<file path="src/rtl/sram_controller.sv">
// Bus slave driving a 16-bit asynchronous SRAM: one request at a time, programmable strobe
// widths, registered pins and a single-cycle acknowledge.
//   state   | meaning
//   S_IDLE  | waiting for m_access_i & cs_i; strobes inactive
//   S_READ  | CE/OE low, counting read wait states
//   S_WRITE | CE/WE low, data driven, counting write wait states
//   S_HOLD  | WE high again, CE and data held for one cycle
//   S_TURN  | ack cycle; request line ignored so a held request is not re-accepted
module sram_controller #(
  parameter int ADDR_WIDTH = 18,
  parameter int READ_WAIT  = 2,
  parameter int WRITE_WAIT = 2
) (
  input  logic                  clk_i,
  input  logic                  reset_i,
  input  logic                  cs_i,
  input  logic [19:1]           m_addr_i,
  input  logic [15:0]           m_data_in_i,
  output logic [15:0]           m_data_out_o,
  input  logic                  m_access_i,
  output logic                  m_ack_o,
  input  logic                  m_wr_en_i,
  input  logic [1:0]            m_bytesel_i,
  output logic [ADDR_WIDTH-1:0] sram_addr_o,
  input  logic [15:0]           sram_dq_in_i,
  output logic [15:0]           sram_dq_out_o,
  output logic                  sram_dq_oe_o,
  output logic                  sram_ce_n_o,
  output logic                  sram_oe_n_o,
  output logic                  sram_we_n_o,
  output logic                  sram_ub_n_o,
  output logic                  sram_lb_n_o
);

  localparam int MAX_WAIT = (READ_WAIT > WRITE_WAIT) ? READ_WAIT : WRITE_WAIT;
  localparam int CNT_W    = (MAX_WAIT > 1) ? $clog2(MAX_WAIT) : 1;
  localparam logic [CNT_W-1:0] RD_LOAD = CNT_W'(READ_WAIT - 1);
  localparam logic [CNT_W-1:0] WR_LOAD = CNT_W'(WRITE_WAIT - 1);

  typedef enum logic [2:0] {S_IDLE, S_READ, S_WRITE, S_HOLD, S_TURN} state_t;

  state_t                state_q, state_d;
  logic [CNT_W-1:0]      cnt_q, cnt_d;
  logic [ADDR_WIDTH-1:0] addr_q, addr_d;
  logic [15:0]           dq_out_q, dq_out_d;
  logic [15:0]           rdata_q, rdata_d;
  logic                  dq_oe_q, dq_oe_d;
  logic                  ce_n_q, ce_n_d;
  logic                  oe_n_q, oe_n_d;
  logic                  we_n_q, we_n_d;
  logic                  ub_n_q, ub_n_d;
  logic                  lb_n_q, lb_n_d;
  logic                  ack_q, ack_d;

  // Address bits above the SRAM width are dropped, so accesses wrap.
  if (ADDR_WIDTH < 19) begin : g_addr_hi
    logic unused_addr_hi;
    assign unused_addr_hi = |m_addr_i[19:ADDR_WIDTH+1];
  end

  always_ff @(posedge clk_i) begin
    if (reset_i) begin
      state_q  <= S_IDLE;
      cnt_q    <= '0;
      addr_q   <= '0;
      dq_out_q <= '0;
      rdata_q  <= '0;
      dq_oe_q  <= 1'b0;
      ce_n_q   <= 1'b1;
      oe_n_q   <= 1'b1;
      we_n_q   <= 1'b1;
      ub_n_q   <= 1'b1;
      lb_n_q   <= 1'b1;
      ack_q    <= 1'b0;
    end else begin
      state_q  <= state_d;
      cnt_q    <= cnt_d;
      addr_q   <= addr_d;
      dq_out_q <= dq_out_d;
      rdata_q  <= rdata_d;
      dq_oe_q  <= dq_oe_d;
      ce_n_q   <= ce_n_d;
      oe_n_q   <= oe_n_d;
      we_n_q   <= we_n_d;
      ub_n_q   <= ub_n_d;
      lb_n_q   <= lb_n_d;
      ack_q    <= ack_d;
    end
  end

  always_comb begin
    state_d  = state_q;
    cnt_d    = cnt_q;
    addr_d   = addr_q;
    dq_out_d = dq_out_q;
    rdata_d  = rdata_q;
    dq_oe_d  = dq_oe_q;
    ce_n_d   = ce_n_q;
    oe_n_d   = oe_n_q;
    we_n_d   = we_n_q;
    ub_n_d   = ub_n_q;
    lb_n_d   = lb_n_q;
    ack_d    = 1'b0;
    case (state_q)
      S_IDLE: begin
        // Strobes go active on the accepting edge; pins are all registered.
        if (m_access_i && cs_i) begin
          addr_d   = m_addr_i[ADDR_WIDTH:1];
          dq_out_d = m_data_in_i;
          ce_n_d   = 1'b0;
          ub_n_d   = ~m_bytesel_i[1];
          lb_n_d   = ~m_bytesel_i[0];
          if (m_wr_en_i) begin
            we_n_d  = 1'b0;
            dq_oe_d = 1'b1;
            cnt_d   = WR_LOAD;
            state_d = S_WRITE;
          end else begin
            oe_n_d  = 1'b0;
            cnt_d   = RD_LOAD;
            state_d = S_READ;
          end
        end
      end
      S_READ: begin
        if (cnt_q == '0) begin
          rdata_d = sram_dq_in_i;
          ack_d   = 1'b1;
          ce_n_d  = 1'b1;
          oe_n_d  = 1'b1;
          ub_n_d  = 1'b1;
          lb_n_d  = 1'b1;
          state_d = S_TURN;
        end else begin
          cnt_d = cnt_q - CNT_W'(1);
        end
      end
      S_WRITE: begin
        if (cnt_q == '0) begin
          we_n_d  = 1'b1;
          state_d = S_HOLD;
        end else begin
          cnt_d = cnt_q - CNT_W'(1);
        end
      end
      S_HOLD: begin
        ack_d   = 1'b1;
        ce_n_d  = 1'b1;
        dq_oe_d = 1'b0;
        ub_n_d  = 1'b1;
        lb_n_d  = 1'b1;
        state_d = S_TURN;
      end
      S_TURN:  state_d = S_IDLE;
      default: state_d = S_IDLE;
    endcase
  end

  assign m_data_out_o  = rdata_q;
  assign m_ack_o       = ack_q;
  assign sram_addr_o   = addr_q;
  assign sram_dq_out_o = dq_out_q;
  assign sram_dq_oe_o  = dq_oe_q;
  assign sram_ce_n_o   = ce_n_q;
  assign sram_oe_n_o   = oe_n_q;
  assign sram_we_n_o   = we_n_q;
  assign sram_ub_n_o   = ub_n_q;
  assign sram_lb_n_o   = lb_n_q;

endmodule

</file>
<file path="config.mk">
export PLATFORM = sky130hd
export DESIGN_NAME = sram_controller
export DESIGN_NICKNAME = d
export VERILOG_FILES = /design/src/rtl/sram_controller.sv
export SDC_FILE = /design/constraint.sdc
export NUM_CORES = 1
export LEC_CHECK = 0
export BUFFER_PORTS_ARGS = -buffer_cell sky130_fd_sc_hd__buf_2
export CORE_ASPECT_RATIO = 0.6
export CORE_MARGIN = 1.5
export CORE_UTILIZATION = 50
export DETAILED_ROUTE_END_ITERATION = 8
export PLACE_DENSITY = 0.89
export REMOVE_ABC_BUFFERS = 1
export SYNTH_ARGS = -nofsm -noshare
export SYNTH_HDL_FRONTEND = slang
export SYNTH_SLANG_ARGS = --single-unit
</file>
<file path="constraint.sdc">
create_clock -name clk_i -period 2.4 [get_ports clk_i]
set_input_delay 0.24 -clock clk_i [delete_from_list [all_inputs] [get_ports clk_i]]
set_output_delay 0.24 -clock clk_i [all_outputs]
set_load 0.05 [all_outputs]
</file>
==> flow_summary.yaml <==
outcome:
  outcome: "finished, final reports clean"
floorplanning:
  dieArea_mm2: 0.005591
  start_util_pct: 54.03
  die_w_um: 95.54
  coreArea_mm2: 0.004755
  fp.dieH_um: 58.52
  row_count: 19
  num_io_pins: 115
place:
  place_area_mm2: 0.003084
  dp_hpwl_mm: 4.117
  port_buffers: 113
  routabilityCongestion: 0.7670
  post-place-ws_ns: 0.6366
  dp_cells: 427
layout:
  fill_cells: 413
  fin_cells: 441
  multiInputGateArea_mm2: 0.001204
  area_growth_pct: 26.50
  seq_area_mm2: 0.001221
  post-route-util_pct: 68.34
  fin_area_mm2: 0.003249
  nets: 433
  final_cell_mix: "113 x buf_2, 69 x nand2b_1, 61 x dfxtp_1, 35 x mux2i_1, 35 x nand2_1"
  antenna_cells: 0
  final_common_cell: "buf_2"
  drive_above_1_share_pct: 34.39
global_route:
  grt_pass1_vias: 2071
  grt.overflow.total: 0
  grtUsageTotal_pct: 21.00
  grt_max_degree: 92
  grt_pass1_wl_mm: 9.052
  antenna_found_initial: 0
worst_setup_path:
  max_stage_delay_ns: 0.64
  crit_type: "flop to flop"
  critical_path.slowest_cell: "and2_4"
  crit_family: "simple AND/OR/NAND/NOR gates"
  crit_arrival_ns: 2.02
  setup.worst_path.start_class: "flop"
  crit_chain: "nor2_1 -> and2_4 -> mux2i_1"
  rrSetupSlack_ns: 0.62
  crit_required_ns: 2.64
  path_buf_inv: 0
  critPathMaxFanout: 37
  crit_path_end_kind: "flop"
clocking:
  clk_latency_ns: 0.32
  cts-root-buf: "clkbuf_8"
  cts_tree: "built"
  clk_pin_slew_ns: 0.06
  hold_buffers: 0
  cts_setup_buffers: 0
  cts_buffer_depth: 2
  cts_resized: 0
  cts-htree-levels: 3
  cts_made_buffers: 9
  clock-sinks: 61
synth:
  yosysUniqueCellTypes: 28
  muxShareOfSynthArea_pct: 13.64
  synthArstFlopShare_pct: 0
  seq_area_frac_synth_pct: 47.54
  ys_seq_elements: 61
  synthXorXnorAreaFrac_pct: 0
  synthSimpleGateAreaFrac_pct: 26.74
  yosys_warnings: 0
  syn_inst: 269
  ys.flop_type: "dfxtp_1"
  synth-edff-count: 0
  syn_avg_cell_area_um2: 9.549
  synth-compound-area-share_pct: 6.478
  yosys.area_share.adder_pct: 0
  synth_top_family_by_area: "simple AND/OR/NAND/NOR gates"
  synth_area_mm2: 0.002569
route:
  vias: 2197
  drcViolationCount: 0
  drt_first_pass_iters: 4
  postRouteAntennaNets: 0
  wl_per_cell_um: 13.08
  vias_per_cell: 4.982
  dr.first_iter.drc_count: 49
  totalWireLength_mm: 5.768
timing:
  fin_ws_ns: 0.6226
  rsz0062_at_grt: "no"
  whs_ns: 0.1597
  worst_pin_slew_ns: 1.122
  setup_viol: 0
  skew_ns: 0.01191
  fmax_mhz: 562.6
  max_slew_margin_pct: 25.17
  finalHoldViolations: 0
  period_share_pct: 74.06
  fin_tns_setup_ns: 0
  min_period_ns: 1.777
  finalMaxSlewViolations: 0
power:
  powerDensity_mw_per_mm2: 735.0
  power_leakage_nw: 1.486
  p_total_mw: 2.388
  ir_drop_mv: 0.4981
worst_hold_path:
  min_path_type: "primary input to flop"
job:
  maxCapViolCount: 0
## state kept, by name, indices dropped and copies added (netlist names)
signal	count
sram_addr_o	18
m_data_out_o	16
sram_dq_out_o	16
state_q	3
cnt_q	1
m_ack_o	1
sram_ce_n_o	1
sram_dq_oe_o	1
sram_lb_n_o	1
sram_oe_n_o	1
sram_ub_n_o	1
sram_we_n_o	1
## logic make-up after synthesis
| kind of cell | Yosys count |
|---|---|
| multiplexers | 35 |
| AND/OR/NAND/NOR | 121 |
| AO/OA/AOI/OAI | 31 |
| buffers and inverters | 21 |
| flip-flops | 61 |
## report_power, final
| part | internal, mW | switching (mW) |
|---|---|---|
| clock network | 0.416 | 0.346 |
| logic | 0.160 | 0.348 |
| registers | 1.08 | 0.0415 |
## layer usage
layer | up-vias | GRT usage (%) | wire [µm]
li1 | 1094 | - | -
met5 | - | 0 | 0
met3 | 7 | 7.364 | 465
met4 | 0 | 7.353 | 67
met2 | 85 | 35.92 | 2669
met1 | 1011 | 24.64 | 2566
## final cells by class
cell class / count / share of cell area [%]
tap: 63 / 2.426
clock inverter: 2 / 0.3080
timing repair buffer: 114 / 17.64
sequential: 61 / 37.58
clock buffer: 12 / 4.775
inverter: 2 / 0.2310
multi-input combinational: 187 / 37.04
## cells in the mapped netlist, drive strengths merged, types with 2 or more instances
master  count  area, µm²
nand2b     69      431.7
dfxtp      61       1221
mux2i      35      350.3
nand2      35      131.4
a21oi      20      100.1
buf        11      106.4
clkbuf      8      30.03
nor2        5      18.77
o21ai       5      25.02
a31oi       3      18.77
a211oi      2      15.01
and3        2      12.51
inv         2      7.510
nor4b       2      32.53
## worst paths after layout
check | end | depth (start not counted) | from
worst min-delay path | m_data_out_o[10] | 3 | sram_dq_in_i[10]
worst min register to register | m_data_out_o[11] | 2 | m_data_out_o[11]
worst max-delay path | sram_addr_o[6] | 3 | state_q[1]
worst max register to register | sram_addr_o[6] | 3 | state_q[1]
## worst min-delay path: stages
cell and delay, ns:
buf_2 0.09, nand2_1 0.04, a21oi_1 0.05
Power figures use the tool's default switching activity.
